File: config.mk
export PLATFORM = sky130hd
export DESIGN_NAME = fp_fclass_pipe
export DESIGN_NICKNAME = d
export VERILOG_FILES = /design/src/rtl/fp_fclass_pipe_pkg.sv /design/src/rtl/VX_fp_class.sv /design/src/rtl/fp_ncomp_lane.sv /design/src/rtl/fp_fclass_pipe.sv
export SDC_FILE = /design/constraint.sdc
export NUM_CORES = 1
export LEC_CHECK = 0
export ABC_AREA = 1
export CAP_MARGIN = 20
export CELL_PAD_IN_SITES_DETAIL_PLACEMENT = 0
export CELL_PAD_IN_SITES_GLOBAL_PLACEMENT = 1
export CORE_AREA = 2 2 157 121
export DETAILED_ROUTE_END_ITERATION = 7
export DIE_AREA = 0 0 159 123
export PLACE_DENSITY = 0.8
export SETUP_SLACK_MARGIN = 0.02
export SLEW_MARGIN = 10
export SYNTH_ARGS = -nofsm -noshare
export SYNTH_HDL_FRONTEND = slang
export SYNTH_SLANG_ARGS = --single-unit
File: constraint.sdc
create_clock -name clk -period 2.2 [get_ports clk]
set_input_delay 0.22 -clock clk [delete_from_list [all_inputs] [get_ports clk]]
set_output_delay 0.22 -clock clk [all_outputs]
set_load 0.02 [all_outputs]
File: src/rtl/fp_fclass_pipe_pkg.sv
// Shared FPU definitions for the non-computational FP pipeline.
//   fp_class_t      : per-operand classification record produced by VX_fp_class
//   FP_NCOMP_*      : op-code encodings for CLASS/EQ/LT/LE/MIN/MAX
//   FCLASS_*        : bit positions inside the 10-bit FCLASS result mask
//   fp_canonical_nan: canonical quiet NaN for a given exponent/mantissa width
package fp_fclass_pipe_pkg;

    typedef struct packed {
        logic is_normal;
        logic is_zero;
        logic is_subnormal;
        logic is_inf;
        logic is_nan;
        logic is_quiet;
        logic is_signaling;
    } fp_class_t;

    localparam logic [2:0] FP_NCOMP_CLASS = 3'd0;
    localparam logic [2:0] FP_NCOMP_EQ    = 3'd1;
    localparam logic [2:0] FP_NCOMP_LT    = 3'd2;
    localparam logic [2:0] FP_NCOMP_LE    = 3'd3;
    localparam logic [2:0] FP_NCOMP_MIN   = 3'd4;
    localparam logic [2:0] FP_NCOMP_MAX   = 3'd5;

    localparam int FCLASS_W         = 10;
    localparam int FCLASS_NEG_INF   = 0;
    localparam int FCLASS_NEG_NORM  = 1;
    localparam int FCLASS_NEG_SUB   = 2;
    localparam int FCLASS_NEG_ZERO  = 3;
    localparam int FCLASS_POS_ZERO  = 4;
    localparam int FCLASS_POS_SUB   = 5;
    localparam int FCLASS_POS_NORM  = 6;
    localparam int FCLASS_POS_INF   = 7;
    localparam int FCLASS_SNAN      = 8;
    localparam int FCLASS_QNAN      = 9;

    // Sign 0, exponent all ones, mantissa MSB set. Returned 64 bits wide so
    // callers can size it to their own FLEN.
    function automatic logic [63:0] fp_canonical_nan(input int exp_bits, input int man_bits);
        logic [63:0] v;
        v = ((64'd1 << exp_bits) - 64'd1) << man_bits;
        v = v | (64'd1 << (man_bits - 1));
        return v;
    endfunction

endpackage

File: src/rtl/VX_fp_class.sv
// Per-operand floating-point classifier.
//   exp_i  : biased exponent field
//   man_i  : mantissa (fraction) field
//   clss_o : classification record
module VX_fp_class
    import fp_fclass_pipe_pkg::*;
#(
    parameter int EXP_BITS = 8,
    parameter int MAN_BITS = 23
) (
    input  logic [EXP_BITS-1:0] exp_i,
    input  logic [MAN_BITS-1:0] man_i,
    output fp_class_t           clss_o
);

    logic exp_ones;
    logic exp_zero;
    logic man_zero;

    assign exp_ones = &exp_i;
    assign exp_zero = ~|exp_i;
    assign man_zero = ~|man_i;

    always_comb begin
        clss_o              = '0;
        clss_o.is_normal    = ~exp_zero & ~exp_ones;
        clss_o.is_zero      = exp_zero & man_zero;
        clss_o.is_subnormal = exp_zero & ~man_zero;
        clss_o.is_inf       = exp_ones & man_zero;
        clss_o.is_nan       = exp_ones & ~man_zero;
        // Mantissa MSB distinguishes quiet from signaling NaN.
        clss_o.is_quiet     = exp_ones & ~man_zero & man_i[MAN_BITS-1];
        clss_o.is_signaling = exp_ones & ~man_zero & ~man_i[MAN_BITS-1];
    end

endmodule

File: src/rtl/fp_ncomp_lane.sv
// Combinational per-lane compute for CLASS/EQ/LT/LE/MIN/MAX.
//   op_i               : operation code (FP_NCOMP_*)
//   a_i, b_i           : operands
//   a_sign_i, b_sign_i : operand signs
//   a_cls_i, b_cls_i   : operand classification records
//   result_o           : lane result (CLASS/EQ/LT/LE zero-extended)
//   nv_o               : invalid-operation flag
module fp_ncomp_lane
    import fp_fclass_pipe_pkg::*;
#(
    parameter int EXP_BITS = 8,
    parameter int MAN_BITS = 23,
    localparam int FLEN    = 1 + EXP_BITS + MAN_BITS
) (
    input  logic [2:0]      op_i,
    input  logic [FLEN-1:0] a_i,
    input  logic [FLEN-1:0] b_i,
    input  logic            a_sign_i,
    input  logic            b_sign_i,
    input  fp_class_t       a_cls_i,
    input  fp_class_t       b_cls_i,
    output logic [FLEN-1:0] result_o,
    output logic            nv_o
);

    localparam logic [FLEN-1:0] CANON_NAN = FLEN'(fp_canonical_nan(EXP_BITS, MAN_BITS));

    logic [FLEN-2:0]     a_mag;
    logic [FLEN-2:0]     b_mag;
    logic                both_zero;
    logic                any_nan;
    logic                any_snan;
    logic                lt_ord;
    logic                eq_ord;
    logic                min_pick_a;
    logic                max_pick_a;
    logic [FCLASS_W-1:0] cls_mask;

    assign a_mag = a_i[FLEN-2:0];
    assign b_mag = b_i[FLEN-2:0];

    assign both_zero = a_cls_i.is_zero & b_cls_i.is_zero;
    assign any_nan   = a_cls_i.is_nan | b_cls_i.is_nan;
    assign any_snan  = a_cls_i.is_signaling | b_cls_i.is_signaling;
    assign eq_ord    = both_zero | (a_i == b_i);

    // Ordered less-than for non-NaN inputs. Negative magnitudes order in
    // reverse, and +0/-0 compare equal.
    always_comb begin
        lt_ord = 1'b0;
        if (both_zero) begin
            lt_ord = 1'b0;
        end else if (a_sign_i != b_sign_i) begin
            lt_ord = a_sign_i;
        end else if (a_sign_i) begin
            lt_ord = a_mag > b_mag;
        end else begin
            lt_ord = a_mag < b_mag;
        end
    end

    // For the signed-zero pair, MIN prefers the negative zero and MAX the
    // positive one; otherwise the ordering decides.
    assign min_pick_a = both_zero ? a_sign_i  : lt_ord;
    assign max_pick_a = both_zero ? ~a_sign_i : ~lt_ord;

    always_comb begin
        cls_mask = '0;
        if (a_cls_i.is_signaling) begin
            cls_mask[FCLASS_SNAN] = 1'b1;
        end else if (a_cls_i.is_quiet) begin
            cls_mask[FCLASS_QNAN] = 1'b1;
        end else if (a_cls_i.is_inf) begin
            cls_mask[a_sign_i ? FCLASS_NEG_INF : FCLASS_POS_INF] = 1'b1;
        end else if (a_cls_i.is_normal) begin
            cls_mask[a_sign_i ? FCLASS_NEG_NORM : FCLASS_POS_NORM] = 1'b1;
        end else if (a_cls_i.is_subnormal) begin
            cls_mask[a_sign_i ? FCLASS_NEG_SUB : FCLASS_POS_SUB] = 1'b1;
        end else begin
            cls_mask[a_sign_i ? FCLASS_NEG_ZERO : FCLASS_POS_ZERO] = 1'b1;
        end
    end

    always_comb begin
        result_o = '0;
        nv_o     = 1'b0;
        case (op_i)
            FP_NCOMP_CLASS: begin
                result_o = {{(FLEN-FCLASS_W){1'b0}}, cls_mask};
            end
            FP_NCOMP_EQ: begin
                result_o = {{(FLEN-1){1'b0}}, ~any_nan & eq_ord};
                nv_o     = any_snan;
            end
            FP_NCOMP_LT: begin
                result_o = {{(FLEN-1){1'b0}}, ~any_nan & lt_ord};
                nv_o     = any_nan;
            end
            FP_NCOMP_LE: begin
                result_o = {{(FLEN-1){1'b0}}, ~any_nan & (lt_ord | eq_ord)};
                nv_o     = any_nan;
            end
            FP_NCOMP_MIN, FP_NCOMP_MAX: begin
                nv_o = any_snan;
                if (a_cls_i.is_nan & b_cls_i.is_nan) begin
                    result_o = CANON_NAN;
                end else if (a_cls_i.is_nan) begin
                    result_o = b_i;
                end else if (b_cls_i.is_nan) begin
                    result_o = a_i;
                end else if (op_i == FP_NCOMP_MIN) begin
                    result_o = min_pick_a ? a_i : b_i;
                end else begin
                    result_o = max_pick_a ? a_i : b_i;
                end
            end
            default: begin
                result_o = '0;
                nv_o     = 1'b0;
            end
        endcase
    end

endmodule

File: src/rtl/fp_fclass_pipe.sv
// Two-stage multi-lane pipeline for FCLASS/FEQ/FLT/FLE/FMIN/FMAX.
//   clk, reset_n        : clock, async active-low reset
//   valid_in / ready_in : request handshake
//   op_type, tag_in     : operation code and opaque tag
//   dataa, datab        : per-lane operands, lane i at [i*FLEN +: FLEN]
//   valid_out/ready_out : result handshake
//   result, tag_out     : per-lane result and returned tag
//   fflags_nv           : per-lane invalid-operation flag
// Stage 0 registers operands plus their class records; stage 1 registers
// the lane results. Both stages advance whenever the next one can accept.
module fp_fclass_pipe
    import fp_fclass_pipe_pkg::*;
#(
    parameter int NUM_LANES = 1,
    parameter int EXP_BITS  = 8,
    parameter int MAN_BITS  = 23,
    parameter int TAGW      = 4,
    localparam int FLEN     = 1 + EXP_BITS + MAN_BITS
) (
    input  logic                      clk,
    input  logic                      reset_n,
    input  logic                      valid_in,
    output logic                      ready_in,
    input  logic [2:0]                op_type,
    input  logic [TAGW-1:0]           tag_in,
    input  logic [NUM_LANES*FLEN-1:0] dataa,
    input  logic [NUM_LANES*FLEN-1:0] datab,
    output logic                      valid_out,
    input  logic                      ready_out,
    output logic [NUM_LANES*FLEN-1:0] result,
    output logic [TAGW-1:0]           tag_out,
    output logic [NUM_LANES-1:0]      fflags_nv
);

    logic s0_en;
    logic s1_en;

    fp_class_t [NUM_LANES-1:0] a_cls_d;
    fp_class_t [NUM_LANES-1:0] b_cls_d;
    logic      [NUM_LANES-1:0] a_sign_d;
    logic      [NUM_LANES-1:0] b_sign_d;

    logic                      s0_valid_q;
    logic [2:0]                s0_op_q;
    logic [TAGW-1:0]           s0_tag_q;
    logic [NUM_LANES*FLEN-1:0] s0_a_q;
    logic [NUM_LANES*FLEN-1:0] s0_b_q;
    logic [NUM_LANES-1:0]      s0_a_sign_q;
    logic [NUM_LANES-1:0]      s0_b_sign_q;
    fp_class_t [NUM_LANES-1:0] s0_a_cls_q;
    fp_class_t [NUM_LANES-1:0] s0_b_cls_q;

    logic [NUM_LANES*FLEN-1:0] s1_result_d;
    logic [NUM_LANES-1:0]      s1_nv_d;

    logic                      s1_valid_q;
    logic [TAGW-1:0]           s1_tag_q;
    logic [NUM_LANES*FLEN-1:0] s1_result_q;
    logic [NUM_LANES-1:0]      s1_nv_q;

    // ready_in depends only on pipeline occupancy and ready_out.
    assign s1_en    = ~s1_valid_q | ready_out;
    assign s0_en    = ~s0_valid_q | s1_en;
    assign ready_in = s0_en;

    for (genvar i = 0; i < NUM_LANES; i++) begin : g_lane
        assign a_sign_d[i] = dataa[i*FLEN + FLEN - 1];
        assign b_sign_d[i] = datab[i*FLEN + FLEN - 1];

        VX_fp_class #(
            .EXP_BITS (EXP_BITS),
            .MAN_BITS (MAN_BITS)
        ) u_class_a (
            .exp_i  (dataa[i*FLEN + MAN_BITS +: EXP_BITS]),
            .man_i  (dataa[i*FLEN +: MAN_BITS]),
            .clss_o (a_cls_d[i])
        );

        VX_fp_class #(
            .EXP_BITS (EXP_BITS),
            .MAN_BITS (MAN_BITS)
        ) u_class_b (
            .exp_i  (datab[i*FLEN + MAN_BITS +: EXP_BITS]),
            .man_i  (datab[i*FLEN +: MAN_BITS]),
            .clss_o (b_cls_d[i])
        );

        fp_ncomp_lane #(
            .EXP_BITS (EXP_BITS),
            .MAN_BITS (MAN_BITS)
        ) u_lane (
            .op_i     (s0_op_q),
            .a_i      (s0_a_q[i*FLEN +: FLEN]),
            .b_i      (s0_b_q[i*FLEN +: FLEN]),
            .a_sign_i (s0_a_sign_q[i]),
            .b_sign_i (s0_b_sign_q[i]),
            .a_cls_i  (s0_a_cls_q[i]),
            .b_cls_i  (s0_b_cls_q[i]),
            .result_o (s1_result_d[i*FLEN +: FLEN]),
            .nv_o     (s1_nv_d[i])
        );
    end

    always_ff @(posedge clk or negedge reset_n) begin
        if (!reset_n) begin
            s0_valid_q  <= 1'b0;
            s0_op_q     <= '0;
            s0_tag_q    <= '0;
            s0_a_q      <= '0;
            s0_b_q      <= '0;
            s0_a_sign_q <= '0;
            s0_b_sign_q <= '0;
            s0_a_cls_q  <= '0;
            s0_b_cls_q  <= '0;
        end else if (s0_en) begin
            s0_valid_q  <= valid_in;
            s0_op_q     <= op_type;
            s0_tag_q    <= tag_in;
            s0_a_q      <= dataa;
            s0_b_q      <= datab;
            s0_a_sign_q <= a_sign_d;
            s0_b_sign_q <= b_sign_d;
            s0_a_cls_q  <= a_cls_d;
            s0_b_cls_q  <= b_cls_d;
        end
    end

    always_ff @(posedge clk or negedge reset_n) begin
        if (!reset_n) begin
            s1_valid_q  <= 1'b0;
            s1_tag_q    <= '0;
            s1_result_q <= '0;
            s1_nv_q     <= '0;
        end else if (s1_en) begin
            s1_valid_q  <= s0_valid_q;
            s1_tag_q    <= s0_tag_q;
            s1_result_q <= s1_result_d;
            s1_nv_q     <= s1_nv_d;
        end
    end

    assign valid_out = s1_valid_q;
    assign result    = s1_result_q;
    assign tag_out   = s1_tag_q;
    assign fflags_nv = s1_nv_q;

endmodule
==> results.md, run 1 <==
- Run status: finished with violations
- Failing checks: setup timing
- RSZ-0062 raised after global routing: yes
- Period utilization: 114%
- CTS Buf Count: 17
- Largest net degree at the start of global routing: 61
- Htree depth: 4
- Antenna violations before repair: 0
- Drt first pass iters: 5
- Layout area overhead: 51.3%
- DRC viols: 0
- Largest area contributor in the netlist: dfrtp_1
- CP max stage cell: dfrtp_1
- Fmax: between 300 and 400 MHz
- Share of layout cells above drive strength 1: a little over a fifth
- Most common cell on crit path: nand2_1
- CP cell instances: ha_1, a21oi_1, nand2_1, nand2_1, nand2_1, a21oi_2, nand2_1, nand2_1, nand2_1, nand3_2, nand2_2, nand2_2, nand3_4, nand2_8, clkbuf_16, nand2_2, nand3_2, nand2_2, nand2_1, nand2_1
- Slew HR: just under 60%
- DRT antenna net count: 0
- Dpl hpwl: 13.3 mm
- Number of diodes: 0
- Place WS: -0.350 ns
- Post-Synthesis Cells: 797
- Minimum clock period: between 2 and 3 ns
- Worst hold path class: in -> async
- Post-synth top cells: nand2_1, dfrtp_1, inv_1
- Sequential share of the synthesized area: 48.3%
- Worst path max stage delay: 0.38 ns
- Sinks on Clock Net: between 100 and 150
- Die X: between 150 and 200 um
- Initial core utilization: between 30 and 40%
- CP arrival: between 2 and 3 ns
- Die Span Y: ~120 um
- Final #Nets: between 1,000 and 1,500
- Clock root cell: clkbuf_16
- EDFF count, synth: 0
- Pins Over Slew Limit: 0
- Worst Setup Start Kind: flop
- DRT Wirelength: between 15 and 20 mm
- Critical path class: reg -> reg
- Row cnt: 43
- Final worst setup slack: -0.305 ns
- Crit. End Element: flop
- Yosys cell types: 35
- Top-count cell post-synth: nand2_1
- Syn Nets: between 900 and 1,000
- Peak supply drop: 0.507 mV
- Die area: between 15,000 and 20,000 um2
- Core area: about 18,000 um2
- Mapped Avg Cell Area: slightly below 8 um2
- Post-synth top area share: 48.3%
- Buffers on Ports: ~110
- Synth Cell Area: 6210 um2
- Worst EP required: approximately 2.5 ns
- Critical path fanouts, max: 8
- Routability congestion estimate: between 0.8 and 0.9
- Finish-stage setup viols: 31
- Setup TNS: -7.98 ns
- CTS tree: yes
- GRT Residual Overflow: 0
- Via count: around 6,000
- Layout Skew: 0.00822 ns
- Via density: roughly 4.8
- Yosys warns: 0
- First-pass GRT wire length: approximately 30 mm
- Tot GR Track Use: 19.8%
- DR WL/cell: about 15 um
- CTS clock-pin slew for the worst setup and hold paths: approximately 0.05 ns
- Clk buf depth: 2
- Layout Utilization: between 50% and 60%
- Worst r2r path cells: 20
- Worst-Margin Slew: 0.631 ns
- Final hold vios: 0
- Clk_lat worst skew: around 0.42 ns
- Max cap viols: 0
- Dominant cells by area after synthesis: dfrtp_1, nand2_1, ha_1
- Synth Flop Type: dfrtp_1
- Power Dens Cells: 808 nW/um2
- Initial drt markers: 407
- Vias in the first global route: between 5,000 and 6,000
- #FFs+latches synth: 120
- Ys async rst share: 100%
- # IOs: about 110
- P_leak: 0.00470 uW
[worst max-delay path, delay by kind of cell (launching register included)]
family	cells	cell delay, ns
AOI/OAI and AO/OA	2	0.36
DFF	1	0.38
and+or+nand+nor	16	1.18
adders and majority gates	1	0.29
buffers and inverters	1	0.18
[power by group]
part           total, uW  internal, uW  switching [uW]
Combinational       2350          1090            1260
Sequential          2590          2450             139
Clock               2660          1660            1000
[placed cells by master (no fill, tap or decap), types with 5 or more instances in the layout]
master and n:
nand2_1 277, dfrtp_1 120, clkdlybuf4s50_1 112, buf_4 87
inv_1 83, o21ai_0 61, nand3_1 33, ha_1 24
nand2_2 20, nand3_2 20, nor2_1 18, clkbuf_16 18
nor4_1 14, a21oi_1 12, a21oi_2 9, ha_4 9
inv_2 8, nand2_4 8, buf_12 7, nor2_4 6
o21ai_1 6, nand4_1 6, clkinv_2 5
[per-layer routing]
metal | share of wire (%) | vias up | wire length [um] | global-route usage, %
li1 | - | 2960 | - | -
met2 | 44 | 154 | 8270 | 30.5
met4 | 1.5 | 0 | 291 | 6.42
met3 | 4.7 | 26 | 887 | 3.82
met5 | 0 | - | 0 | 0
met1 | 50 | 2832 | 9440 | 28.3
[cell families (layout without fill, tap and decap cells)]
family,Yosys count,count (layout),share of synthesized area (%)
flip-flops,120,120,48.3
buffers and inverters,121,334,8.15
AO/OA/AOI/OAI,109,109,9.32
adder cells (fa/ha/maj),33,33,6.64
AND/OR/NAND/NOR,414,414,27.6
[sequential cells by signal, indices dropped and copies added (netlist names)]
signal	count
fflags_nv	1
result	32
s0_a_cls_q	7
s0_a_q	32
s0_b_cls_q	3
s0_b_q	32
s0_op_q	3
s0_tag_q	4
s0_valid_q	1
tag_out	4
valid_out	1
[worst paths after layout]
check                             from           to  slack (ns)
min                            reset_n    s0_b_q[5]        0.35
max reg2reg                 s0_a_q[18]    result[6]       -0.30
min in group clk             tag_in[3]  s0_tag_q[3]        0.35
max                         s0_a_q[18]    result[6]       -0.30
max in group asynchronous      reset_n   s0_b_q[19]        1.19
min reg2reg                s0_tag_q[3]  s0_tag_q[3]        0.48
[final cells by class]
| type | count | area, um2 |
|---|---|---|
| repair buffers | 211 | 2020 |
| fillers | 1721 | 8670 |
| flip-flops and latches | 120 | 3000 |
| clock inverters | 8 | 70.1 |
| well taps | 247 | 309 |
| inverters | 91 | 342 |
| clock buffers | 24 | 492 |
| multi-input cells | 556 | 3170 |
[what timing repair did]
| item | CTS | global route |
|---|---|---|
| pin swaps | 8 | 42 |
| resized for setup | 43 | 70 |
| setup buffers | 6 | 3 |
| cloned | 2 | 1 |
| hold buffers | 1 | 0 |
| setup endpoints to repair | 31 | 32 |
| endpoints found under the hold margin | 38 | 0 |
[stage by stage]
step	hold slack (ns)	area [um2]	total power, uW	instances
detailed placement	0.264	8220	4510	1212
global placement	0.266	8220	4500	1212
global route	0.357	9410	8010	1257
CTS	0.344	9030	7400	1253
finish	0.352	9410	7600	1257
floorplan	-0.0756	6210	3590	797
Power figures use the tool's default switching activity.
==> run 2: changes to the inputs <==
GPL_ROUTABILITY_DRIVEN = 0   (was not set)
RECOVER_POWER = 25   (was not set)
==> run 2 against run 1 <==
Net effect:
- the flow still finishes with violations (setup timing)
- sequential cell count unchanged
- worst setup slack is essentially flat
- clock power is essentially flat
- power barely moved
- final cell count unchanged
- wire length about the same
- fmax unchanged
- critical path depth is the same
- sequential power about the same
- largest power group unchanged
==> results.md, run 2 (synthesized netlist as in run 1, its figures left out) <==
- Place WS: -0.350 ns
- Minimum clock period: between 2 and 3 ns
- P_leak: about 0.0047 uW
- CP cell instances: ha_1, a21oi_1, nand2_1, nand2_1, nand2_1, a21oi_2, nand2_1, nand2_1, nand2_1, nand3_2, nand2_2, nand2_2, nand3_4, nand2_8, clkbuf_16, nand2_2, nand3_2, nand2_2, nand2_1, nand2_1
- Tot GR Track Use: around a fifth
- Slew HR: between 20% and 30%
- DRT antenna net count: 0
- Worst-Margin Slew: around 1.2 ns
- Row cnt: between 40 and 50
- Via count: a little under 6,000
- CTS clock-pin slew for the worst setup and hold paths: 0.05 ns
- Die X: 159 um
- GRT Residual Overflow: 0
- CP arrival: approximately 2.8 ns
- Period utilization: 114%
- Crit. End Element: flop
- Clock root cell: clkbuf_16
- Worst path max stage delay: about 0.38 ns
- Sinks on Clock Net: 120
- Initial core utilization: 34.4%
- Drt first pass iters: 5
- Commonest cells after routing, fill and taps aside: nand2_1, dfrtp_1, clkdlybuf4s50_1
- Antenna violations before repair: 0
- Vias in the first global route: 5,858
- Worst EP required: approximately 2.5 ns
- NetSw: about 2400 uW
- Placed cells: 1,212
- Share of layout cells above drive strength 1: a little over a fifth
- Htree depth: 4
- Layout Skew: around 0.0082 ns
- Finished Layout Cells: ~1,300
- Setup TNS: -7.99 ns
- CTS tree: yes
- Number of diodes: 0
- Clk_lat worst skew: roughly 0.42 ns
- Die Span Y: between 100 and 150 um
- Final worst setup slack: -0.305 ns
- Fillers: about 1,700
- DR WL/cell: between 15 and 20 um
- Largest net degree at the start of global routing: 61
- Hold_ws: between 0.3 and 0.4 ns
- CTS Buf Count: 17
- RSZ-0062 raised after global routing: yes
- Clk pwr share: 35.0%
- Critical path class: reg -> reg
- Core area: about 18,000 um2
- First-pass GRT wire length: ~30 mm
- Via density: between 4 and 5
- Worst Setup Start Kind: flop
- Critical path fanouts, max: 8
- Worst hold path class: in -> reg
- CP max stage cell: dfrtp_1
- Most common cell on crit path: nand2_1
- Finish-stage setup viols: 31
- Initial drt markers: a little over 400
- Buffers on Ports: between 100 and 150
- Internal: 5200 uW
- DRC viols: 0
- Failing checks: setup timing
- Run status: finished with violations
- Power, Total: 7600 uW
- # IOs: between 100 and 150
- Final hold vios: 0
- Layout area overhead: 51.3%
- Commonest non-fill, non-tap cell in the layout: nand2_1
- Max cap viols: 0
- Clk buf depth: 2
- Final #Nets: 1,105
- Dpl hpwl: about 13 mm
- Power Dens Cells: ~800 nW/um2
- DRT Wirelength: between 15 and 20 mm
- Comb power frac: between 30 and 40%
- Switching part of the total: about a third
- Sequential power share: around a third
- Die area: ~20,000 um2
- Peak supply drop: a little over 0.5 mV
- Fmax: 399 MHz
- Pins Over Slew Limit: 0
## run 2: changes by cell type in the layout (fill, tap and decap cells not counted)
| cell | delta |
|---|---|
| buf_4 | -1 |
| clkbuf_2 | +1 |
## run 2: final cells by class
cell class                      instances  area [um2]  area share, %
Clock buffer                           24         492           5.23
Clock inverter                          8        70.1          0.745
Inverter                               91         342           3.63
Multi-Input combinational cell        556        3170           33.8
Sequential cell                       120        3000           31.9
Tap cell                              247         309           3.29
Timing Repair Buffer                  211        2010           21.4
## run 2: worst paths after layout
| check | from | to | slack [ns] | cells after the start |
|---|---|---|---|---|
| setup / recovery | s0_a_q[18] | result[6] | -0.30 | 20 |
| hold / removal | tag_in[3] | s0_tag_q[3] | 0.35 | 3 |
| setup reg to reg | s0_a_q[18] | result[6] | -0.30 | 20 |
| hold reg to reg | s0_tag_q[3] | s0_tag_q[3] | 0.48 | 2 |
| max in group asynchronous | reset_n | result[7] | 0.78 | 3 |
| min in group asynchronous | reset_n | s0_b_q[4] | 0.58 | 2 |
## run 2: critical path: cells and delay by family (launching register included)
kind	cells	cell delay, ns
adder cells (fa/ha/maj)	1	0.29
AND/OR/NAND/NOR	16	1.18
AO/OA/AOI/OAI	2	0.36
flip-flops	1	0.38
buffers and inverters	1	0.18
## run 2: power groups by stage
stage / Combinational (uW) / Clock, uW / Sequential [uW]
floorplan: 855 / 0 / 2730
global route: 2570 / 2820 / 2620
CTS: 2120 / 2700 / 2580
detailed placement: 1900 / 0 / 2620
global placement: 1890 / 0 / 2610
finish: 2350 / 2660 / 2590
## run 2: through the flow
stage,util [%],instance area [um2]
3_3_place_gp,45.5,8220
2_1_floorplan,-,6210
4_1_cts,50.0,9030
6_report,52.0,9400
5_1_grt,52.0,9400
3_5_place_dp,45.5,8220
## run 2: metal layers
layer | up-vias | track usage, % | wire length, um
met1 | 2830 | 28.3 | 9460
met3 | 26 | 3.82 | 872
met5 | - | 0 | 0
met2 | 152 | 30.5 | 8280
met4 | 0 | 6.42 | 291
li1 | 2961 | - | -
## run 2: repair_timing
item | in CTS | in global routing
pin swaps | 8 | 42
hold endpoints to repair | 38 | 0
hold buffers | 1 | 0
setup buffers | 6 | 3
resized for setup | 43 | 70
setup endpoints to repair | 31 | 32
cloned | 2 | 1
==> run 3: changes to the inputs <==
CORE_AREA = 2 2 167 128   (was 2 2 157 121)
DIE_AREA = 0 0 169 130   (was 0 0 159 123)
PLACE_DENSITY = 0.81   (was 0.8)
REMOVE_ABC_BUFFERS = 1   (was not set)
SYNTH_HIERARCHICAL = 1   (was not set)
==> run 3 against run 2 <==
Net effect:
- the run ends with capacitance limit, slew limit, setup timing left
- via count rose by 17%
- final cell count grew 13%
- first-iteration DRC count increased by 36%
- worst setup slack worse by 0.046 ns
- power increased by 6.3%
- die area increased by 12%
- utilization fell by 3.5 points
- clock-buffer cell count is 4 lower
- hold slack worse by 0.0051 ns
- sequential power grew 2%
- critical path depth up 1
- global-route usage grew 0.60 points
- critical endpoint is now result[18]
==> results.md, run 3 <==
- Hold_ws: around 0.35 ns
- Period utilization: 116%
- Largest net degree at the start of global routing: 83
- Via density: 4.92
- Sinks on Clock Net: 120
- Vias in the first global route: 6,685
- Mapped Avg Cell Area: 7.27 um2
- Minimum clock period: approximately 2.6 ns
- Initial drt markers: 552
- Most common cell on crit path: nand2_1
- DRT Wirelength: between 20 and 25 mm
- Layout Utilization: slightly below 50%
- Antenna violations before repair: 0
- Yosys warns: 6
- Power, Total: 8090 uW
- Share of layout cells above drive strength 1: 18.1%
- GRT Residual Overflow: 0
- Layout Skew: approximately 0.0079 ns
- NetSw: between 2000 and 2500 uW
- Clk_lat worst skew: around 0.41 ns
- Run status: finished with violations
- CTS tree: yes
- Dpl hpwl: 14.3 mm
- Detailed route wirelength on metal2: approximately 9.5 mm
- Clock root cell: clkbuf_16
- Initial core utilization: roughly a third
- Drt first pass iters: 5
- FF-to-FF Start: s0_b_q[2]
- Worst-Margin Slew: between 1.5 and 2 ns
- Worst Setup Start Kind: flop
- CP arrival: about 2.9 ns
- Final hold vios: 0
- Clk buf depth: 2
- Commonest non-fill, non-tap cell in the layout: nand2_1
- CTS Buf Count: 17
- Place WS: -0.422 ns
- CP delay by family, top: simple AND/OR/NAND/NOR gates
- Die area: about 22,000 um2
- Htree depth: 4
- Tot GR Track Use: about a fifth
- Final #Nets: 1,247
- Die X: 169 um
- HP Start: datab[31]
- Number of diodes: 0
- # IOs: 114
- Core area: 20,600 um2
- Power Dens Cells: between 800 and 900 nW/um2
- Crit. End Element: flop
- Failing checks: capacitance limit, slew limit, setup timing
- RSZ-0062 raised after global routing: yes
- Final worst setup slack: -0.351 ns
- Die Span Y: between 100 and 150 um
- Synth Cell Area: 7020 um2
- Switching part of the total: between 30% and 40%
- Post-Synthesis Cells: a little under 1,000
- Peak supply drop: between 0.5 and 0.6 mV
- DRC viols: 0
- Comb power frac: approximately 30%
- Finish-stage setup viols: 32
- DR WL/cell: 15.6 um
- Clk pwr share: a little under two fifths
- Worst hold path class: in -> reg
- Critical path fanouts, max: 14
- Layout area overhead: 42.3%
- Commonest cells after routing, fill and taps aside: nand2_1, dfrtp_1, clkdlybuf4s50_1
- Sequential power share: about a third
- CP cell instances: inv_1, ha_1, a21oi_1, nand2_1, nand2_1, nand2_1, nand2_1, nand2_1, nand2_1, nand2_2, a21oi_2, nand2_2, nand2_2, nand2_2, nand3_4, nand2_8, buf_16, o21bai_1, nor2_1, nand2_1, nand2_1
- Routed met3 length: about 1.4 mm
- CP Buf/Inv Count: 2
- Buffers on Ports: 113
- Max cap viols: 1
- P_leak: about 0.0051 uW
- Metal-1 WL: approximately 11 mm
- Internal: between 5000 and 6000 uW
- CTS clock-pin slew for the worst setup and hold paths: about 0.06 ns
- Fmax: 392 MHz
- Row cnt: 46
- Critical path class: reg -> reg
- CP max stage cell: dfrtp_1
- Worst path max stage delay: approximately 0.37 ns
- Slew HR: -8.38%
- Via count: around 7,000
- Top Layer Used: met4
- Pins Over Slew Limit: 25
- Worst EP required: approximately 2.5 ns
- Crit path launch: s0_b_q[2]
- First-pass GRT wire length: ~35 mm
- DRT antenna net count: 0
==> run 3: worst paths after layout <==
kind / to / slack, ns / cells after the start
min reg2reg: tag_out[0] / 0.47 / 2
max reg2reg: result[18] / -0.35 / 21
min in group asynchronous: result[25] / 0.76 / 2
max in group asynchronous: s0_valid_q / 0.28 / 3
min: s0_b_q[31] / 0.35 / 3
max: result[18] / -0.35 / 21
==> run 3: what timing repair did <==
| action | in CTS | in global routing |
|---|---|---|
| resized for setup | 26 | 51 |
| pin swaps | 11 | 32 |
| endpoints found under the setup margin | 32 | 33 |
| hold endpoints to repair | 23 | 0 |
| hold buffers | 1 | 0 |
| gates cloned | 1 | 2 |
| buffers inserted | 7 | 7 |
==> run 3: layout make-up <==
class | count | area, um2
clock buffers | 20 | 457
clock inverters | 10 | 175
fillers | 2061 | 10600
inverters | 79 | 298
multi-input cells | 710 | 3720
flip-flops and latches | 120 | 3010
well taps | 264 | 330
repair buffers | 213 | 2010
==> run 3: power by group through the flow <==
stage	sequential (uW)	clock, uW	combinational [uW]
CTS	2640	3110	2190
floorplan	2810	0	843
global route	2670	3210	2640
finish	2650	3060	2380
detailed placement	2670	0	2030
global placement	2670	0	2000
==> run 3: layer usage <==
layer / global-route usage, % / vias up
li1: - / 3444
met1: 30.6 / 3284
met2: 30.9 / 229
met3: 4.25 / 10
met4: 3.57 / 0
met5: 0 / -
==> run 3: stage by stage <==
step / cells / TNS [ns] / cell area (um2)
final: 1416 / -10.27 / 9990
after global routing: 1416 / -16.78 / 9990
after CTS: 1407 / -9.10 / 9690
after detailed placement: 1368 / -12.03 / 8870
after global placement: 1368 / -11.35 / 8870
after floorplan: 908 / -235.61 / 6700
==> run 3: tightest hold or removal path: cells and delay by family <==
family | cells | cell delay (ns)
AND/OR/NAND/NOR | 2 | 0.10
buffers and inverters | 1 | 0.40
